**src/rtl/muldiv_unit_pkg.sv**
```systemverilog
// Shared constants for the HI/LO multiply/divide unit: operand width,
// iteration count, request opcode encodings and FSM state encodings.
// Pure declarations; no latency or backpressure of its own.
package muldiv_unit_pkg;

    localparam int XLEN  = 32;             // operand/HI/LO width; only 32 is supported
    localparam int ITER  = 32;             // iterations per mult/div; must equal XLEN
    localparam int CNT_W = $clog2(ITER);

    typedef enum logic [2:0] {
        MD_MULT  = 3'd0,
        MD_MULTU = 3'd1,
        MD_DIV   = 3'd2,
        MD_DIVU  = 3'd3,
        MD_MTHI  = 3'd4,
        MD_MTLO  = 3'd5,
        MD_NOP6  = 3'd6,
        MD_NOP7  = 3'd7
    } md_op_e;

    typedef enum logic [1:0] {
        ST_IDLE = 2'd0,
        ST_MUL  = 2'd1,
        ST_DIV  = 2'd2,
        ST_FIX  = 2'd3
    } md_state_e;

    // Two's-complement negate when sgn is set; used both for taking operand
    // magnitudes and for restoring result signs.
    function automatic logic [XLEN-1:0] cond_neg(input logic [XLEN-1:0] v, input logic sgn);
        return sgn ? (~v + XLEN'(1)) : v;
    endfunction

endpackage

```
**src/rtl/muldiv_unit_if.sv**
```systemverilog
// Request/result bundle between the execute stage (master) and muldiv_unit (slave).
// Ports: req_valid/req_op/req_a/req_b from master; req_ready/busy/done/hi/lo to master.
// Backpressure: master holds its request while req_ready is low.
interface muldiv_unit_if;

    logic                               req_valid;
    logic [2:0]                         req_op;
    logic [muldiv_unit_pkg::XLEN-1:0]   req_a;
    logic [muldiv_unit_pkg::XLEN-1:0]   req_b;
    logic                               req_ready;
    logic                               busy;
    logic                               done;
    logic [muldiv_unit_pkg::XLEN-1:0]   hi;
    logic [muldiv_unit_pkg::XLEN-1:0]   lo;

    modport master (
        output req_valid, req_op, req_a, req_b,
        input  req_ready, busy, done, hi, lo
    );

    modport slave (
        input  req_valid, req_op, req_a, req_b,
        output req_ready, busy, done, hi, lo
    );

endinterface

```
**src/rtl/muldiv_unit_shift_core.sv**
```systemverilog
// md_shift_core: 64-bit iterative datapath, one radix-2 shift-add (multiply) or
// restoring shift-subtract (divide) step per cycle while step_i is high.
// Ports: load_i/acc_init_i/opnd_i seed the accumulator and operand; acc_o is the raw accumulator.
// No handshake: the caller sequences load and exactly ITER steps.
module md_shift_core
    import muldiv_unit_pkg::*;
(
    input  logic                CLK,
    input  logic                RST,
    input  logic                load_i,
    input  logic [2*XLEN-1:0]   acc_init_i,
    input  logic [XLEN-1:0]     opnd_i,
    input  logic                step_i,
    input  logic                div_mode_i,
    output logic [2*XLEN-1:0]   acc_o
);

    logic [2*XLEN-1:0] acc_q, acc_d;
    logic [XLEN-1:0]   opnd_q;

    // Multiply: acc = {partial_hi, multiplier}; add multiplicand into the upper
    // half when the multiplier LSB is set, then shift the whole thing right.
    logic [XLEN:0]     mul_sum;
    // Divide: acc = {remainder, dividend/quotient}; shift one dividend bit into
    // the remainder, subtract the divisor if it fits, shift the quotient bit in.
    logic [XLEN:0]     div_rem;
    logic              div_ge;
    logic [XLEN-1:0]   div_diff;

    always_comb begin
        mul_sum  = {1'b0, acc_q[2*XLEN-1:XLEN]} + (acc_q[0] ? {1'b0, opnd_q} : '0);
        div_rem  = {acc_q[2*XLEN-1:XLEN], acc_q[XLEN-1]};
        div_ge   = (div_rem >= {1'b0, opnd_q});
        // When the subtraction succeeds the true difference is below the divisor,
        // so the modulo-2^XLEN difference of the low bits is exact.
        div_diff = div_rem[XLEN-1:0] - opnd_q;

        acc_d = acc_q;
        if (div_mode_i) begin
            if (div_ge)
                acc_d = {div_diff, acc_q[XLEN-2:0], 1'b1};
            else
                acc_d = {div_rem[XLEN-1:0], acc_q[XLEN-2:0], 1'b0};
        end else begin
            acc_d = {mul_sum, acc_q[XLEN-1:1]};
        end
    end

    always_ff @(posedge CLK or posedge RST) begin
        if (RST) begin
            acc_q  <= '0;
            opnd_q <= '0;
        end else if (load_i) begin
            acc_q  <= acc_init_i;
            opnd_q <= opnd_i;
        end else if (step_i) begin
            acc_q  <= acc_d;
        end
    end

    assign acc_o = acc_q;

endmodule

```
**src/rtl/muldiv_unit.sv**
```systemverilog
// muldiv_unit: HI/LO multiply/divide responder; FSM, sign handling and HI/LO registers.
// Latency: mult/div accepted at edge E0 writes HI/LO at E0+33 (busy for 33 cycles, done pulses after);
// MTHI/MTLO write on the accept edge. Backpressure: req_ready = ~busy, requests held by the master.
// Ports: CLK, RST (async active-high), md (slave side of muldiv_unit_if).
module muldiv_unit
    import muldiv_unit_pkg::*;
(
    input  logic            CLK,
    input  logic            RST,
    muldiv_unit_if.slave    md
);

    md_state_e          state_q;
    logic [CNT_W-1:0]   cnt_q;
    logic [XLEN-1:0]    hi_q, lo_q;
    logic               busy_q, done_q;
    logic               is_div_q;
    logic               neg_lo_q;       // product sign (mult) or quotient sign (div)
    logic               neg_hi_q;       // remainder sign; follows the dividend
    logic               div0_q;
    logic [XLEN-1:0]    a_raw_q;        // dividend as presented, returned in HI on divide-by-zero

    md_op_e             op;
    logic               accept;
    logic               is_mul_op, is_div_op, signed_op;
    logic               sgn_a, sgn_b;
    logic [XLEN-1:0]    mag_a, mag_b;

    logic               core_load;
    logic [2*XLEN-1:0]  core_init;
    logic [XLEN-1:0]    core_opnd;
    logic [2*XLEN-1:0]  core_acc;

    logic [2*XLEN-1:0]  prod_fix;
    logic [XLEN-1:0]    hi_d, lo_d;

    always_comb begin
        op        = md_op_e'(md.req_op);
        accept    = md.req_valid && !busy_q;
        is_mul_op = (op == MD_MULT) || (op == MD_MULTU);
        is_div_op = (op == MD_DIV)  || (op == MD_DIVU);
        signed_op = (op == MD_MULT) || (op == MD_DIV);
        sgn_a     = signed_op && md.req_a[XLEN-1];
        sgn_b     = signed_op && md.req_b[XLEN-1];
        mag_a     = cond_neg(md.req_a, sgn_a);
        mag_b     = cond_neg(md.req_b, sgn_b);

        core_load = accept && (is_mul_op || is_div_op);
        // Multiply seeds the accumulator with the multiplier and adds the
        // multiplicand; divide seeds it with the dividend and subtracts the divisor.
        core_init = {{XLEN{1'b0}}, (is_div_op ? mag_a : mag_b)};
        core_opnd = is_div_op ? mag_b : mag_a;
    end

    md_shift_core u_core (
        .CLK        (CLK),
        .RST        (RST),
        .load_i     (core_load),
        .acc_init_i (core_init),
        .opnd_i     (core_opnd),
        .step_i     ((state_q == ST_MUL) || (state_q == ST_DIV)),
        .div_mode_i (state_q == ST_DIV),
        .acc_o      (core_acc)
    );

    // Sign fix-up applied in the FIX cycle.
    always_comb begin
        prod_fix = neg_lo_q ? (~core_acc + (2*XLEN)'(1)) : core_acc;
        hi_d     = prod_fix[2*XLEN-1:XLEN];
        lo_d     = prod_fix[XLEN-1:0];
        if (is_div_q) begin
            if (div0_q) begin
                hi_d = a_raw_q;
                lo_d = '1;
            end else begin
                hi_d = cond_neg(core_acc[2*XLEN-1:XLEN], neg_hi_q);
                lo_d = cond_neg(core_acc[XLEN-1:0], neg_lo_q);
            end
        end
    end

    always_ff @(posedge CLK or posedge RST) begin
        if (RST) begin
            state_q  <= ST_IDLE;
            cnt_q    <= '0;
            hi_q     <= '0;
            lo_q     <= '0;
            busy_q   <= 1'b0;
            done_q   <= 1'b0;
            is_div_q <= 1'b0;
            neg_lo_q <= 1'b0;
            neg_hi_q <= 1'b0;
            div0_q   <= 1'b0;
            a_raw_q  <= '0;
        end else begin
            done_q <= 1'b0;
            case (state_q)
                ST_IDLE: begin
                    if (accept) begin
                        case (op)
                            MD_MTHI: hi_q <= md.req_a;
                            MD_MTLO: lo_q <= md.req_a;
                            MD_MULT, MD_MULTU: begin
                                state_q  <= ST_MUL;
                                busy_q   <= 1'b1;
                                cnt_q    <= '0;
                                is_div_q <= 1'b0;
                                neg_lo_q <= sgn_a ^ sgn_b;
                                neg_hi_q <= 1'b0;
                                div0_q   <= 1'b0;
                            end
                            MD_DIV, MD_DIVU: begin
                                state_q  <= ST_DIV;
                                busy_q   <= 1'b1;
                                cnt_q    <= '0;
                                is_div_q <= 1'b1;
                                neg_lo_q <= sgn_a ^ sgn_b;
                                neg_hi_q <= sgn_a;
                                div0_q   <= (md.req_b == '0);
                                a_raw_q  <= md.req_a;
                            end
                            default: ;  // ops 6/7 are accepted and dropped
                        endcase
                    end
                end
                ST_MUL, ST_DIV: begin
                    if (cnt_q == CNT_W'(ITER - 1)) begin
                        cnt_q   <= '0;
                        state_q <= ST_FIX;
                    end else begin
                        cnt_q   <= cnt_q + CNT_W'(1);
                    end
                end
                ST_FIX: begin
                    hi_q    <= hi_d;
                    lo_q    <= lo_d;
                    busy_q  <= 1'b0;
                    done_q  <= 1'b1;
                    state_q <= ST_IDLE;
                end
                default: state_q <= ST_IDLE;
            endcase
        end
    end

    assign md.req_ready = ~busy_q;
    assign md.busy      = busy_q;
    assign md.done      = done_q;
    assign md.hi        = hi_q;
    assign md.lo        = lo_q;

endmodule

```
**src/flat_wrapper.sv**
```systemverilog
// flat-port wrapper written by rule: the top's interface ports become plain ports
module muldiv_unit_flat import muldiv_unit_pkg::*;
  (CLK, RST, md_req_valid, md_req_op, md_req_a, md_req_b, md_req_ready, md_busy, md_done, md_hi, md_lo);
  muldiv_unit_if md_i ();
  input  logic CLK;
  input  logic RST;
  input wire logic [$bits(md_i.req_valid)-1:0] md_req_valid;
  input wire logic [$bits(md_i.req_op)-1:0] md_req_op;
  input wire logic [$bits(md_i.req_a)-1:0] md_req_a;
  input wire logic [$bits(md_i.req_b)-1:0] md_req_b;
  output wire logic [$bits(md_i.req_ready)-1:0] md_req_ready;
  output wire logic [$bits(md_i.busy)-1:0] md_busy;
  output wire logic [$bits(md_i.done)-1:0] md_done;
  output wire logic [$bits(md_i.hi)-1:0] md_hi;
  output wire logic [$bits(md_i.lo)-1:0] md_lo;
  assign md_i.req_valid = md_req_valid;
  assign md_i.req_op = md_req_op;
  assign md_i.req_a = md_req_a;
  assign md_i.req_b = md_req_b;
  assign md_req_ready = md_i.req_ready;
  assign md_busy = md_i.busy;
  assign md_done = md_i.done;
  assign md_hi = md_i.hi;
  assign md_lo = md_i.lo;
  muldiv_unit u_core (.CLK(CLK), .RST(RST), .md(md_i));
endmodule
```
**config.mk**
```make
export PLATFORM = sky130hd
export DESIGN_NAME = muldiv_unit_flat
export DESIGN_NICKNAME = d
export VERILOG_FILES = /design/src/rtl/muldiv_unit_pkg.sv /design/src/rtl/muldiv_unit_if.sv /design/src/rtl/muldiv_unit_shift_core.sv /design/src/rtl/muldiv_unit.sv /design/src/flat_wrapper.sv
export SDC_FILE = /design/constraint.sdc
export NUM_CORES = 1
export LEC_CHECK = 0
export BUFFER_PORTS_ARGS = -buffer_cell sky130_fd_sc_hd__buf_2
export CORE_MARGIN = 1.5
export CORE_UTILIZATION = 40
export DETAILED_ROUTE_END_ITERATION = 8
export HOLD_SLACK_MARGIN = 0.1
export REMOVE_ABC_BUFFERS = 1
export SYNTH_ARGS = -nofsm -noshare
export SYNTH_HDL_FRONTEND = slang
export SYNTH_SLANG_ARGS = --single-unit
```
**constraint.sdc**
```tcl
create_clock -name CLK -period 19.3 [get_ports CLK]
set_input_delay 1.93 -clock CLK [delete_from_list [all_inputs] [get_ports CLK]]
set_output_delay 1.93 -clock CLK [all_outputs]
set_load 0.1 [all_outputs]
```
==> results by group, run 1 <==
Clock network
  • Max clock buf depth: 3
  • CTS buffer count: 25
  • H-Tree Depth: 1
  • Clk sinks: 205
  • Clk_lat worst skew: about 0.54 ns
  • CTS tree: done
  • Post-cts sizing count: 0
  • Clock Pin Slew Worst Setup and Hold Paths: 0.06 ns
  • # hold bufs at CTS: 0
  • Post-CTS Setup Bufs: 0
  • Root Driver: clkbuf_16

STA
  • Min Tclk post-route: 4.66 ns
  • Clock Skews: 0.0186 ns
  • Fin Setup TNS: 0 ns
  • Slew @ Worst Pin: around 1.1 ns
  • Hold Vio Cnt, Final: 0
  • Final worst setup slack: approximately 15 ns
  • Crit share post-route: between 20% and 30%
  • Fmax: roughly 210 MHz
  • RSZ-0062 raised after global routing: false
  • Worst slew margin: 23.8%
  • Slew Limit Fails: 0
  • Final setup fails: 0

Cells and area
  • Nets: 2416
  • Share of layout cells above drive strength 1: 12.0%
  • Fill count: ~4400
  • # diodes: 0
  • Synth-to-layout area growth: 10.7%

Global route
  • Number of global-route vias before repair: approximately 16000
  • First-pass GRT wire length: between 90000 and 100000 um
  • Gr usage total: 27.5%
  • Largest net degree at the start of global routing: 84
  • Grt total ovfl: 0
  • Initial antenna violation count: 0

Setup path
  • R2R Path Start: u_core.u_core.acc_o[0]$_DFFE_PP0P_
  • Worst setup startpoint: u_core.u_core.acc_o[0]$_DFFE_PP0P_
  • CP Class: reg -> reg
  • Setup crit start kind: flip-flop
  • R2R cell count: 10
  • Worst path required time: 19.71 ns
  • Terminus of the critical flop-to-flop path: u_core.md.hi[4]$_DFFE_PP0P_
  • CP endpoint: u_core.md.hi[4]$_DFFE_PP0P_
  • CP Capture Type: flip-flop
  • Flop2flop setup slack: 14.64 ns
  • Arrival @ worst endpoint: between 5 and 6 ns
  • Maximum fanout along the worst path: 33

Detailed routing
  • Routed wire length: about 64000 um
  • Detailed-route via count: between 15000 and 20000
  • Residual DRC: 0
  • First-pass iteration count of the detailed router: 5
  • Final ANT Viol Nets: 0
  • Number of DRC markers in iteration 0: roughly 1700
  • Routed len/inst: 22.2 um
  • Vias/cell: approximately 6.2

Job
  • Max-cap violations: 0

Floorplan
  • Chip Height: ~210 um
  • Die X: about 210 um
  • Num ports: 137
  • Starting density of the core: between 40% and 50%
  • Row count: 76
  • Core area: 43200 sq um
  • Die area: between 40000 and 50000 sq um

Yosys
  • Cell variety after synth: between 80 and 90
  • EDFF count, synth: 0
  • Synth warn: 0
  • Synthesized area: approximately 18000 sq um
  • Leading area contributor after synthesis: dfrtp_1
  • Cell count after synthesis: approximately 2300
  • Count leader, synth: o21ai_0
  • Predominant post-synthesis flop cell: dfrtp_1
  • Async SR Flop Fraction: 100%
  • Commonest cells post-synth: 295 x o21ai_0, 283 x nand2_1, 205 x dfrtp_1
  • Mean Syn Cell Area: 7.78 sq um
  • Top-area cell type share of the netlist area: ~29%
  • Sequential area share after synthesis: ~29%
  • Synthesis-stage register bit count: 205
  • Main area contributors after synthesis: dfrtp_1 29%, o21ai_0 8.4%, xnor2_1 6.2%

Place
  • Pre-CTS setup slack: between 10 and 15 ns
  • GPL Wtd Cong: a little under 1
  • IO Port Bufs: 136
  • DPL Wire Length: about 47000 um

Outcome
  • Status: completed

Worst hold path
  • Worst hold path class: reg -> reg
## how the worst min path moves through the flow
stage                                  startpoint  depth (start not counted)                       endpoint  slack, ns
finish                u_core.md.hi[3]$_DFFE_PP0P_                          2    u_core.md.hi[3]$_DFFE_PP0P_       0.47
CTS                   u_core.md.hi[3]$_DFFE_PP0P_                          2    u_core.md.hi[3]$_DFFE_PP0P_       0.47
global route          u_core.md.hi[3]$_DFFE_PP0P_                          2    u_core.md.hi[3]$_DFFE_PP0P_       0.48
floorplan           u_core.a_raw_q[2]$_DFFE_PP0P_                          2  u_core.a_raw_q[2]$_DFFE_PP0P_       0.44
global placement      u_core.md.hi[3]$_DFFE_PP0P_                          2    u_core.md.hi[3]$_DFFE_PP0P_       0.46
detailed placement    u_core.md.hi[3]$_DFFE_PP0P_                          2    u_core.md.hi[3]$_DFFE_PP0P_       0.46
## stage by stage
step / instance area, sq um / hold WS (ns) / utilization, % / std cells
after global placement: 18500 / 0.456 / 42.9 / 2829
after detailed placement: 18500 / 0.459 / 42.9 / 2829
after floorplan: 16900 / 0.445 / - / 2082
after CTS: 19400 / 0.472 / 44.9 / 2873
final: 19400 / 0.467 / 44.9 / 2873
after global routing: 19400 / 0.483 / 44.9 / 2873
## cell type report
type | instances | area, sq um | area share, %
flip-flops and latches | 205 | 5130 | 26.5
clock inverters | 13 | 173 | 0.891
repair buffers | 162 | 876 | 4.52
multi-input cells | 1802 | 11500 | 59.3
well taps | 585 | 732 | 3.78
clock buffers | 31 | 688 | 3.55
inverters | 75 | 289 | 1.49
## cells by family (layout without fill, tap and decap cells)
kind of cell / count (synthesis) / in the layout / synth area share, %
and+or+nand+nor: 684 / 684 / 18.2
AOI/OAI and AO/OA: 776 / 776 / 27.5
xor gates and xnor gates: 175 / 175 / 8.75
DFF: 205 / 205 / 29.3
buffers and inverters: 245 / 281 / 5.34
muxes: 92 / 92 / 5.49
adders and majority gates: 75 / 75 / 5.44
## registers in the layout, indices dropped and copies added (netlist names)
signal	flops
u_core.is_div_q	1
u_core.md.done	1
u_core.u_core.acc_o	64
u_core.u_core.opnd_q	32
u_core.md.lo	32
u_core.neg_hi_q	1
u_core.neg_lo_q	1
u_core.a_raw_q	32
u_core.state_q	2
u_core.div0_q	1
u_core.md.busy	1
u_core.md.hi	32
u_core.cnt_q	5
## critical path, cell delays in order (launching register included)
cell and delay [ns]:
dfrtp_1 0.44, inv_1 0.85, ha_1 0.41, nor4bb_1 0.85, nand4_1 0.70, nor2_1 0.52, a21boi_0 0.19, a21oi_1 0.16
o221ai_1 0.17, o21ai_0 0.13, o21ai_0 0.09
## placed cells by master (no fill, tap or decap), types with 12 or more instances in the layout
cell type,count
o21a_1,13
nand2_1,282
nor4_1,22
buf_4,26
o211ai_1,75
nand2b_1,15
o21ai_0,295
o221ai_1,13
nor2_1,163
nand4_1,12
or4_1,12
o22ai_1,45
ha_1,70
buf_2,136
inv_1,71
nand3_1,32
nor3b_1,15
xnor2_1,125
a31oi_1,22
or3_1,23
a21oi_1,135
clkbuf_16,25
dfrtp_1,204
xor2_1,50
a211oi_1,14
o31ai_1,33
mux2_2,32
mux2i_1,60
a21o_1,34
nor3_1,36
## routing by layer
layer,up-vias,GRT usage (%),routed length (um)
met1,8718,39.1,28400
met3,115,3.87,4610
met5,-,0,0
li1,8204,-,-
met2,776,43.1,28400
met4,0,8.66,2150
Power of run 1 is not shown: default switching activity piles up to over one toggle a cycle in this logic, so the estimate is an artifact.
==> run 2: changes to the inputs <==
- clock period: 19.3 -> 4.5 ns (I/O delays scaled with it)
==> run 2 against run 1 <==
Worst setup slack worse by 14 ns. Critical path depth up 4. Hold slack worse by 0.41 ns. Sequential share of layout area down 0.31 points. Core utilization up 0.53 points. Final cell count up 0.84%.
==> results by group, run 2 (synthesis results as in run 1) <==
STA
  • Fmax: approximately 260 MHz
  • Worst slew margin: 25.8%
  • Min Tclk post-route: about 3.9 ns
  • Clock Skews: 0.0129 ns
  • Slew @ Worst Pin: 1.11 ns
  • Crit share post-route: approximately 86%
  • Final setup fails: 0
  • Slew Limit Fails: 0
  • RSZ-0062 raised after global routing: false
  • Hold Vio Cnt, Final: 0

Floorplan
  • Starting density of the core: between 40 and 50%
  • Row count: 76
  • Core area: roughly 43000 sq um
  • Die area: between 40000 and 50000 sq um
  • Chip Height: 212 um
  • Num ports: roughly 140
  • Die X: ~210 um

Setup path
  • Maximum fanout along the worst path: 4
  • CP Class: reg -> reg
  • R2R Path Start: u_core.u_core.acc_o[31]$_DFFE_PP0P_
  • Setup crit start kind: flip-flop
  • Worst setup startpoint: u_core.u_core.acc_o[31]$_DFFE_PP0P_
  • Worst path required time: slightly below 5 ns
  • Arrival @ worst endpoint: between 4 and 5 ns
  • CP Capture Type: flip-flop

Clock network
  • # hold bufs at CTS: 0
  • Max clock buf depth: 3
  • Clk sinks: slightly above 200
  • CTS buffer count: 26
  • H-Tree Depth: 1
  • Post-cts sizing count: 0
  • Root Driver: clkbuf_16
  • Post-CTS Setup Bufs: 0
  • Clk_lat worst skew: 0.56 ns
  • Clock Pin Slew Worst Setup and Hold Paths: about 0.060 ns
  • CTS tree: done

Global route
  • First-pass GRT wire length: 100000 um
  • Gr usage total: between 20% and 30%
  • Grt total ovfl: 0
  • Largest net degree at the start of global routing: ~120
  • Number of global-route vias before repair: between 15000 and 20000
  • Initial antenna violation count: 0

Cells and area
  • # diodes: 0
  • Fill count: around 4400
  • Final Non-Filler Cells: 2897
  • Share of layout cells above drive strength 1: 12.9%
  • Post-route cell area: 19600 sq um
  • Most frequent cells in the layout: 295 x o21ai_0, 282 x nand2_1, 204 x dfrtp_1, 163 x nor2_1, 136 x buf_2
  • Max reg flops: 64
  • Nets: 2439
  • Commonest non-fill, non-tap cell in the layout: o21ai_0
  • Synth-to-layout area growth: 12.0%

Detailed routing
  • Detailed-route via count: 18100
  • Residual DRC: 0
  • Routed wire length: around 66000 um
  • First-pass iteration count of the detailed router: 6
  • Final ANT Viol Nets: 0
  • Number of DRC markers in iteration 0: 1696
  • Vias/cell: roughly 6.2
  • Routed len/inst: ~23 um

Place
  • DPL Wire Length: 48600 um
  • Post-DP Area: approximately 19000 sq um
  • Post-Place Cells: approximately 2900
  • IO Port Bufs: between 100 and 150
  • GPL Wtd Cong: between 0.9 and 1

Outcome
  • Status: completed

Job
  • Max-cap violations: 0

Worst hold path
  • Worst hold path class: in -> async
-- run 2: changes by cell type in the layout (fill, tap and decap cells not counted) --
cell	before	now
clkinvlp_4	3	1
buf_12	0	2
clkinv_2	6	5
bufinv_16	4	2
buf_4	26	46
clkbuf_16	25	27
clkbuf_8	4	9
-- run 2: per-stage QoR --
stage / setup slack (ns) / hold slack, ns / utilization, % / TNS [ns]
after floorplan: -3.45 / 0.445 / - / -548.90
after global placement: 0.779 / 0.456 / 43.3 / 0
after detailed placement: 0.743 / 0.466 / 43.3 / 0
after CTS: 0.686 / 0.132 / 45.4 / 0
after global routing: 0.440 / 0.151 / 45.4 / 0
final: 0.610 / 0.0609 / 45.4 / 0
-- run 2: routing by layer --
layer | vias up | share of wire (%) | track usage, %
li1 | 8235 | - | -
met1 | 8841 | 45 | 40.3
met2 | 839 | 44 | 44.1
met3 | 140 | 7.5 | 4.79
met4 | 0 | 4.0 | 10.8
met5 | - | 0 | 0
-- run 2: final timing paths --
path | to | slack (ns) | cells after the start
max in group asynchronous | u_core.u_core.acc_o[9]$_DFFE_PP0P_ | 3.49 | 3
min reg2reg | u_core.md.lo[1]$_DFFE_PP0P_ | 0.47 | 2
min | u_core.u_core.opnd_q[9]$_DFFE_PP0P_ | 0.06 | 2
min in group CLK | u_core.u_core.opnd_q[31]$_DFFE_PP0P_ | 0.15 | 2
max reg2reg | u_core.u_core.acc_o[62]$_DFFE_PP0P_ | 0.61 | 14
max | u_core.u_core.acc_o[62]$_DFFE_PP0P_ | 0.61 | 14
-- run 2: worst max-delay path, cell delays in order (launching register included) --
cell and delay (ns):
dfrtp_1 0.38, inv_1 0.06, ha_1 0.16, inv_1 0.06
fa_1 0.40, a21o_1 0.20, a221oi_2 0.44, o221ai_1 0.27
or4_1 0.57, a21oi_1 0.19, buf_4 0.16, o21ai_0 0.12
o41ai_1 0.42, o311ai_0 0.19, o21ai_0 0.19
-- run 2: area by class of cell --
| class | count | area [sq um] | area share [%] |
|---|---|---|---|
| well taps | 585 | 732 | 3.73 |
| clock buffers | 38 | 807 | 4.11 |
| repair buffers | 184 | 1070 | 5.44 |
| clock inverters | 8 | 92.6 | 0.472 |
| flip-flops and latches | 205 | 5130 | 26.2 |
| multi-input cells | 1802 | 11500 | 58.6 |
| inverters | 75 | 289 | 1.47 |
Power of run 2 is left out for the same reason.
==> run 3: changes to the inputs <==
- clock period: 4.5 -> 3.79 ns (I/O delays scaled with it)
==> run 3 against run 2 <==
First-iteration DRC count is 6.9% higher. Register-to-register slack worse by 0.43 ns. Final cell count is 1.9% higher. Routed wire length rose by 1.3%. Flip-flop and latch count is the same. Critical path depth shrank 6. Count of clock-buffer cells in the layout up 3. Via count decreased by 0.75%. Critical endpoint is now u_core.md.hi[31]$_DFFE_PP0P_. Global-route usage up 0.23 points.
==> results by group, run 3 (synthesis results as in run 1) <==
Detailed routing
  • First-pass iteration count of the detailed router: 5
  • Number of DRC markers in iteration 0: approximately 1800
  • Detailed-route via count: around 18000
  • Routed len/inst: around 23 um
  • Vias/cell: approximately 6.1
  • Residual DRC: 0
  • Final ANT Viol Nets: 0
  • Routed wire length: about 67000 um

Setup path
  • Setup crit start kind: flip-flop
  • CP Capture Type: flip-flop
  • Worst path required time: roughly 4.2 ns
  • Arrival @ worst endpoint: between 4 and 5 ns
  • Maximum fanout along the worst path: 15
  • CP Class: reg -> reg

Clock network
  • Clock Pin Slew Worst Setup and Hold Paths: ~0.060 ns
  • Clk sinks: 205
  • H-Tree Depth: 1
  • CTS buffer count: 27
  • Max clock buf depth: 3
  • Clk_lat worst skew: 0.55 ns
  • CTS tree: done
  • Root Driver: clkbuf_16

Floorplan
  • Num ports: 137
  • Chip Height: 212 um
  • Core area: between 40000 and 50000 sq um
  • Die area: roughly 45000 sq um
  • Row count: 76
  • Starting density of the core: between 40 and 50%
  • Die X: around 210 um

Global route
  • Gr usage total: between 20% and 30%
  • Met3 Use GR: under 10%
  • Grt met2 use: 45.3%
  • Largest net degree at the start of global routing: 99
  • Most Used Layer, Global Route: met2
  • Initial antenna violation count: 0
  • Grt met1 use: 40.4%
  • Number of global-route vias before repair: approximately 17000
  • First-pass GRT wire length: 101000 um
  • Grt total ovfl: 0

STA
  • Final worst setup slack: ~0.18 ns
  • Worst slew margin: 30.4%
  • Crit share post-route: 95.2%
  • Slew @ Worst Pin: between 1 and 1.5 ns
  • Clock Skews: ~0.019 ns
  • Fmax: ~280 MHz
  • Min Tclk post-route: between 3 and 4 ns
  • Final setup fails: 0
  • Slew Limit Fails: 0
  • Hold Vio Cnt, Final: 0
  • Final hold slack: 0.164 ns

Outcome
  • Status: completed

Cells and area
  • Most frequent cells in the layout: 295 x o21ai_0, 282 x nand2_1, 204 x dfrtp_1, 163 x nor2_1, 136 x buf_2
  • Share of layout cells above drive strength 1: 14.8%
  • Synth-to-layout area growth: 14.3%
  • Max reg flops: between 60 and 70
  • Nets: around 2500
  • Post-route cell area: 20000 sq um
  • # diodes: 0
  • Fill count: 4393
  • Commonest non-fill, non-tap cell in the layout: o21ai_0

Job
  • Max-cap violations: 0

Place
  • IO Port Bufs: 136
  • DPL Wire Length: around 50000 um
  • GPL Wtd Cong: 0.949
  • Post-DP Area: approximately 19000 sq um
  • Pre-CTS setup slack: 0.207 ns

Worst hold path
  • Worst hold path class: in -> reg
[run 3: changes by cell type in the layout (fill, tap and decap cells not counted), sizes merged]
| cell | delta |
|---|---|
| bufinv | -1 |
| dlygate4sd3 | +2 |
| clkbuf | +3 |
| buf | +50 |
[run 3: critical path, stage by stage (launching register included)]
cell	delay, ns
dfrtp_1	0.46
or4_1	0.68
nor4_2	0.31
nand3_1	0.16
or3_1	0.68
or2_2	0.46
o21ai_0	0.28
xor2_1	0.11
a221oi_1	0.33
[run 3: layout make-up]
cell class / count / area, sq um / area share [%]
Multi-Input combinational cell: 1802 / 11500 / 57.5
Timing Repair Buffer: 236 / 1490 / 7.42
Sequential cell: 205 / 5130 / 25.6
Inverter: 75 / 293 / 1.46
Clock inverter: 7 / 63.8 / 0.319
Clock buffer: 41 / 798 / 3.99
Tap cell: 585 / 732 / 3.66
[run 3: what timing repair did]
item                                   4_1_cts  5_1_grt
setup endpoints to repair                    0        7
endpoints found under the hold margin       97        0
gates resized for setup                      0        6
hold buffers                                 2        0
setup buffers                                0        2
[run 3: per-layer routing]
metal	part of all wire (%)	wire length, um
met5	0	0
met4	4.1	2760
met3	7.4	4920
met2	44	29500
met1	44	29500
[run 3: path summary, 6_finish.rpt]
path,startpoint,end,slack (ns),cells past startpoint
setup / recovery,u_core.u_core.acc_o[8]$_DFFE_PP0P_,u_core.md.hi[31]$_DFFE_PP0P_,0.18,8
hold / removal,md_req_a[8],u_core.md.hi[8]$_DFFE_PP0P_,0.16,3
setup reg to reg,u_core.u_core.acc_o[8]$_DFFE_PP0P_,u_core.md.hi[31]$_DFFE_PP0P_,0.18,8
hold reg to reg,u_core.md.lo[6]$_DFFE_PP0P_,u_core.md.lo[6]$_DFFE_PP0P_,0.47,2
max in group asynchronous,RST,u_core.neg_lo_q$_DFFE_PP0P_,2.37,4
min in group asynchronous,RST,u_core.u_core.acc_o[43]$_DFFE_PP0P_,0.49,3
[run 3: through the flow]
step	TNS, ns	utilization, %	std cells
2_1_floorplan	-765.81	-	2082
3_3_place_gp	0	44.2	2899
3_5_place_dp	0	44.2	2899
4_1_cts	0	46.3	2949
5_1_grt	-0.00121	46.4	2951
6_report	0	46.4	2951
Power of run 3 is left out for the same reason.
